## config.mk

```make
export PLATFORM = sky130hd
export DESIGN_NAME = sound_sequencer
export DESIGN_NICKNAME = d
export VERILOG_FILES = /design/src/rtl/sound_pkg.sv /design/src/rtl/tone_gen.sv /design/src/rtl/sound_sequencer.sv
export SDC_FILE = /design/constraint.sdc
export NUM_CORES = 1
export LEC_CHECK = 0
export ABC_AREA = 1
export CORE_ASPECT_RATIO = 1.4
export CORE_UTILIZATION = 45
export DETAILED_ROUTE_END_ITERATION = 10
export MAX_ROUTING_LAYER = met4
export SLEW_MARGIN = 30
export SYNTH_ARGS = -nofsm -noshare
export SYNTH_HDL_FRONTEND = slang
export SYNTH_SLANG_ARGS = --single-unit
```

## constraint.sdc

```tcl
create_clock -name clk -period 2.4 [get_ports clk]
set_clock_uncertainty 0.05 [all_clocks]
set_input_delay 0.36 -clock clk [delete_from_list [all_inputs] [get_ports clk]]
set_output_delay 0.36 -clock clk [all_outputs]
set_load 0.01 [all_outputs]
```

## src/rtl/sound_pkg.sv

```systemverilog
// Shared source IDs, state encoding and counter widths for the game sound sequencer.
package sound_pkg;

  localparam logic [1:0] SND_NONE = 2'd0;
  localparam logic [1:0] SND_HIT  = 2'd1;
  localparam logic [1:0] SND_MISS = 2'd2;
  localparam logic [1:0] SND_OVER = 2'd3;

  localparam logic [1:0] IDLE = 2'd0;
  localparam logic [1:0] PLAY = 2'd1;
  localparam logic [1:0] GAP  = 2'd2;

  localparam int unsigned PRE_W  = 17;
  localparam int unsigned HALF_W = 18;
  localparam int unsigned DUR_W  = 10;

  // Highest-priority source in {over, miss, hit}; over beats miss beats hit.
  function automatic logic [1:0] top_source(input logic [2:0] eff);
    logic [1:0] id;
    id = SND_NONE;
    if (eff[2])      id = SND_OVER;
    else if (eff[1]) id = SND_MISS;
    else if (eff[0]) id = SND_HIT;
    return id;
  endfunction

endpackage

```

## src/rtl/tone_gen.sv

```systemverilog
// Square-wave generator: toggles wave every `half` enabled cycles; clr restarts it low.
module tone_gen
  import sound_pkg::*;
(
  input  logic              clk,
  input  logic              reset,
  input  logic              en,
  input  logic              clr,
  input  logic [HALF_W-1:0] half,
  output logic              wave
);

  logic [HALF_W-1:0] cnt;

  always_ff @(posedge clk or posedge reset) begin
    if (reset) begin
      cnt  <= '0;
      wave <= 1'b0;
    end else if (clr) begin
      cnt  <= '0;
      wave <= 1'b0;
    end else if (en) begin
      if (cnt == half - HALF_W'(1)) begin
        cnt  <= '0;
        wave <= ~wave;
      end else begin
        cnt <= cnt + HALF_W'(1);
      end
    end
  end

endmodule

```

## src/rtl/sound_sequencer.sv

```systemverilog
// Arbitrates hit/miss/over sound requests onto the speaker pin: fixed-priority grant,
// timed square tone, silent gap; over preempts hit/miss and ends the rally.
module sound_sequencer
  import sound_pkg::*;
#(
  parameter int unsigned TICK_DIV  = 100000,
  parameter int unsigned HIT_MS    = 50,
  parameter int unsigned MISS_MS   = 300,
  parameter int unsigned OVER_MS   = 1000,
  parameter int unsigned GAP_MS    = 20,
  parameter int unsigned HIT_HALF  = 50000,
  parameter int unsigned MISS_HALF = 200000,
  parameter int unsigned OVER_HALF = 250000
) (
  input  logic       clk,
  input  logic       reset,
  input  logic       hit_req,
  input  logic       miss_req,
  input  logic       over_req,
  input  logic       mute,
  output logic       speaker,
  output logic       busy,
  output logic [1:0] active_id
);

  if (HIT_MS > 1023 || MISS_MS > 1023 || OVER_MS > 1023 || GAP_MS > 1023 ||
      HIT_MS == 0 || MISS_MS == 0 || OVER_MS == 0 || GAP_MS == 0) begin : g_dur_check
    $error("sound_sequencer: every *_MS must be in 1..1023");
  end
  if (TICK_DIV == 0 || TICK_DIV > (1 << PRE_W)) begin : g_tick_check
    $error("sound_sequencer: TICK_DIV out of range for the prescaler");
  end
  if (HIT_HALF == 0 || MISS_HALF == 0 || OVER_HALF == 0 ||
      HIT_HALF > (1 << HALF_W) || MISS_HALF > (1 << HALF_W) ||
      OVER_HALF > (1 << HALF_W)) begin : g_half_check
    $error("sound_sequencer: *_HALF out of range for the half counter");
  end

  logic [1:0]        state, state_nx;
  logic [2:0]        pend, pend_nx;
  logic [2:0]        req, eff;
  logic [1:0]        grant;
  logic [1:0]        id_nx;
  logic              busy_nx;
  logic [PRE_W-1:0]  pre, pre_nx;
  logic [DUR_W-1:0]  dur, dur_nx;
  logic              tick;
  logic              tone_en, tone_clr;
  logic [HALF_W-1:0] half;
  logic              wave;

  function automatic logic [DUR_W-1:0] dur_of(input logic [1:0] id);
    logic [DUR_W-1:0] d;
    case (id)
      SND_HIT:  d = DUR_W'(HIT_MS);
      SND_MISS: d = DUR_W'(MISS_MS);
      default:  d = DUR_W'(OVER_MS);
    endcase
    return d;
  endfunction

  assign req   = {over_req, miss_req, hit_req};
  assign eff   = pend | req;
  assign grant = top_source(eff);
  assign tick  = (pre == PRE_W'(TICK_DIV - 1));

  // Half-period follows the source currently on the speaker.
  always_comb begin
    half = HALF_W'(OVER_HALF);
    case (active_id)
      SND_HIT:  half = HALF_W'(HIT_HALF);
      SND_MISS: half = HALF_W'(MISS_HALF);
      default:  half = HALF_W'(OVER_HALF);
    endcase
  end

  always_ff @(posedge clk or posedge reset) begin
    if (reset) begin
      state     <= IDLE;
      pend      <= '0;
      active_id <= SND_NONE;
      busy      <= 1'b0;
      pre       <= '0;
      dur       <= '0;
    end else begin
      state     <= state_nx;
      pend      <= pend_nx;
      active_id <= id_nx;
      busy      <= busy_nx;
      pre       <= pre_nx;
      dur       <= dur_nx;
    end
  end

  always_comb begin
    state_nx = state;
    pend_nx  = pend | req;
    id_nx    = active_id;
    busy_nx  = busy;
    pre_nx   = pre;
    dur_nx   = dur;
    tone_en  = 1'b0;
    tone_clr = 1'b0;
    case (state)
      IDLE: begin
        if (|eff) begin
          state_nx = PLAY;
          id_nx    = grant;
          busy_nx  = 1'b1;
          dur_nx   = dur_of(grant);
          pre_nx   = '0;
          tone_clr = 1'b1;
          case (grant)
            SND_HIT:  pend_nx[0] = 1'b0;
            SND_MISS: pend_nx[1] = 1'b0;
            default:  pend_nx    = '0;
          endcase
        end
      end
      PLAY: begin
        tone_en = 1'b1;
        if (eff[2] && active_id != SND_OVER) begin
          // Game over cuts the rally sound short and drops whatever was queued behind it.
          id_nx    = SND_OVER;
          dur_nx   = dur_of(SND_OVER);
          pre_nx   = '0;
          tone_clr = 1'b1;
          pend_nx  = '0;
        end else if (tick) begin
          pre_nx = '0;
          if (dur == DUR_W'(1)) begin
            state_nx = GAP;
            id_nx    = SND_NONE;
            dur_nx   = DUR_W'(GAP_MS);
            tone_clr = 1'b1;
          end else begin
            dur_nx = dur - DUR_W'(1);
          end
        end else begin
          pre_nx = pre + PRE_W'(1);
        end
      end
      GAP: begin
        if (tick) begin
          pre_nx = '0;
          if (dur == DUR_W'(1)) begin
            state_nx = IDLE;
            busy_nx  = 1'b0;
            dur_nx   = '0;
          end else begin
            dur_nx = dur - DUR_W'(1);
          end
        end else begin
          pre_nx = pre + PRE_W'(1);
        end
      end
      default: begin
        state_nx = IDLE;
        id_nx    = SND_NONE;
        busy_nx  = 1'b0;
        pre_nx   = '0;
        dur_nx   = '0;
      end
    endcase
  end

  tone_gen u_tone (
    .clk   (clk),
    .reset (reset),
    .en    (tone_en),
    .clr   (tone_clr),
    .half  (half),
    .wave  (wave)
  );

  // Mute gates the pin only; sequencing keeps running underneath.
  assign speaker = wave & ~mute;

endmodule

```

==> qor.yml <==
logic_synthesis:
  synth_area_leaders: "dfrtp_1, nand2_1, inv_1"
  syn_inst: 535
  synth_seq_cells: 54
  synth_area_sq_um: 3680
  synthTopCellsByCount: "nand2_1, inv_1, nor2_1"
  syn_avg_cell_area_sq_um: 6.88
  synthDistinctLibCells: 32
  synth-seq-area-share_pct: 36.7
  synth_ff_type: "dfrtp_1"
  yosysMostFrequentCell: "nand2_1"
  syn_nets: 557
  yosys.area.top_type: "dfrtp_1"
  synth_warnings: 0
  synth_top_area_share_pct: 36.7
  async_flop_share_pct: 100
  synth_edf_count: 0
sta:
  max-slew-margin-rel_pct: 72.6
  setup_violations: 0
  tightest_slew_ns: 0.409
  period_needed_ns: 2.08
  hold_ws_ns: 0.272
  setup_tns_ns: 0
  period_share_pct: 86.8
  finalMaxSlewViolations: 0
  rsz0062_at_grt: "false"
  max_freq_mhz: 480
  setup_slack_ns: 0.317
  final_hold_viol_count: 0
route:
  vias: 3296
  drt_iter0_drc: 166
  wirelength_microns: 8410
  drc: 0
  drt_pass1_iterations: 4
  route.antenna.remaining_nets: 0
  viasPerCell: 5.06
  post_drt_wl_per_cell_microns: 12.9
placement:
  hpwlAfterDp_microns: 6510
  pre_cts_ws_ns: 0.208
  gp_congestion: 0.881
  place.port_buffers: 9
global_routing:
  antenna_found_initial: 0
  first_global_vias: 3162
  grt_pass1_wl_microns: 14500
  overflow: 0
  grt_max_degree: 40
  track_usage_pct: 22.5
die:
  ios: 10
  start_util_pct: 46.9
  core-area_sq_um: 7850
  die_x_microns: 78.4
  die_h_microns: 109
  dieArea_sq_um: 8540
  fp-row-count: 38
final_layout:
  ff_latch_area_sq_um: 1350
  multiInputGateArea_sq_um: 1950
  syn_to_final_growth_pct: 8.88
  fin_nets: 573
  fillCellCount: 795
  drive_gt1_share_pct: 9.60
  n_antenna_cell: 0
min_path:
  hold_path_class: "in2async"
critical_path:
  cp-start-kind: "flop"
  slowest_delay_ns: 0.50
  critical_path_buf_inv_count: 3
  crit_arrival_ns: 2.23
  worst_setup_path_end_kind: "flop"
  critPathMaxFanout: 11
  required_ns: 2.55
  crit_type: "reg2reg"
  critPathTopFamily: "simple AND/OR/NAND/NOR gates"
  crit_slowest_cell: "dfrtp_1"
  crit_top_cell: "nand2_1"
  worstPathCellList: "inv_1 > ha_1 > inv_1 > nand2_1 > nand2_1 > nand3_1 > nor2_1 > nand2_1 > nand3_2 > nand2_4 > inv_2 > nor2_1"
cts:
  htree_levels: 2
  numCtsBuffers: 5
  clk_path_buf_depth: 2
  cts_root_buf: "clkbuf_8"
  ctsResizeCount: 0
  holdBufCountCts: 0
  post_cts_buffers: 0
  cts_tree: "built"
  cts_sinks: 54
  clock_latency_ns: 0.32
  path_clk_slew_ns: 0.11
outcome:
  outcome: "complete, no violations"
run:
  maxCapViolCount: 0
pwr:
  p_leak_nw: 1.95
  power-per-cell-area_nw_per_um2: 924
  max-vdd-ir-drop_v: 0.000516
[power breakdown]
part / total [mW] / internal, mW / switching, mW / leakage, nW
Combinational: 1.93 / 0.626 / 1.30 / 1.18
Sequential: 1.24 / 1.08 / 0.162 / 0.725
Clock: 0.531 / 0.206 / 0.325 / 0.0441
Total: 3.70 / 1.91 / 1.78 / 1.95
[sequential cells by signal (all words and copies together), names as in the netlist]
register,flops
u_tone.cnt,18
pre,17
dur,10
pend,3
active_id,2
state,2
busy,1
u_tone.wave,1
[through the flow]
step / area (sq um) / utilization (%) / instances / power, mW
finish: 4010 / 51.1 / 652 / 3.70
global route: 4010 / 51.1 / 652 / 4.08
CTS: 4010 / 51.1 / 652 / 3.74
detailed placement: 3920 / 49.9 / 644 / 3.19
global placement: 3920 / 49.9 / 644 / 3.17
floorplan: 3680 / - / 535 / 2.72
[worst reg2reg max path, cell delays in order, from the launching register on]
cell	delay, ns
dfrtp_1	0.50
inv_1	0.10
ha_1	0.32
inv_1	0.06
nand2_1	0.06
nand2_1	0.06
nand3_1	0.07
nor2_1	0.10
nand2_1	0.12
nand3_2	0.11
nand2_4	0.08
inv_2	0.26
nor2_1	0.09
[cells by family after synthesis]
kind of cell    count (synthesis)  synth area share [%]
flops                          54                  36.7
compound gates                 52                  7.52
fa+ha+maj                      16                  5.44
simple gates                  305                  37.2
buf+inv                        96                  10.2
xor+xnor                       12                  2.86
[cells in the final DEF (no fill, tap or decap), types with 5 or more instances in the layout]
cell             count
nor2_1              65
a21oi_1             15
o21ai_0             15
o21ai_1             13
nor2_2              13
nor3_1               9
clkdlybuf4s50_1      9
nand3_1             47
clkbuf_8             5
inv_2               10
xor2_1              10
buf_4                5
nand4_1             10
nand2_1            142
dfrtp_1             54
inv_1               78
ha_1                16
[worst paths after layout]
path | start | end | slack [ns] | depth (start not counted)
min in group clk | busy | busy | 0.47 | 2
max in group asynchronous | reset | dur[1] | 1.49 | 3
setup reg to reg | active_id[0] | u_tone.cnt[14] | 0.32 | 12
setup / recovery | active_id[0] | u_tone.cnt[14] | 0.32 | 12
hold / removal | reset | pre[0] | 0.27 | 2
hold reg to reg | busy | busy | 0.47 | 2
[final cells by class]
| cell class | instances | area share [%] |
|---|---|---|
| inverter | 90 | 8.50 |
| multi-input combinational | 385 | 48.7 |
| clock buffer | 5 | 1.72 |
| clock inverter | 3 | 0.531 |
| tap | 100 | 3.12 |
| sequential | 54 | 33.7 |
| timing repair buffer | 15 | 3.69 |
[per-layer routing]
layer / GRT usage (%) / up-vias / wire length [microns]
met5: - / - / 0
met4: 6.35 / 0 / 77
met3: 2.59 / 8 / 172
met2: 41.4 / 48 / 4520
met1: 25.5 / 1538 / 3640
li1: - / 1702 / -
Power figures use the tool's default switching activity.
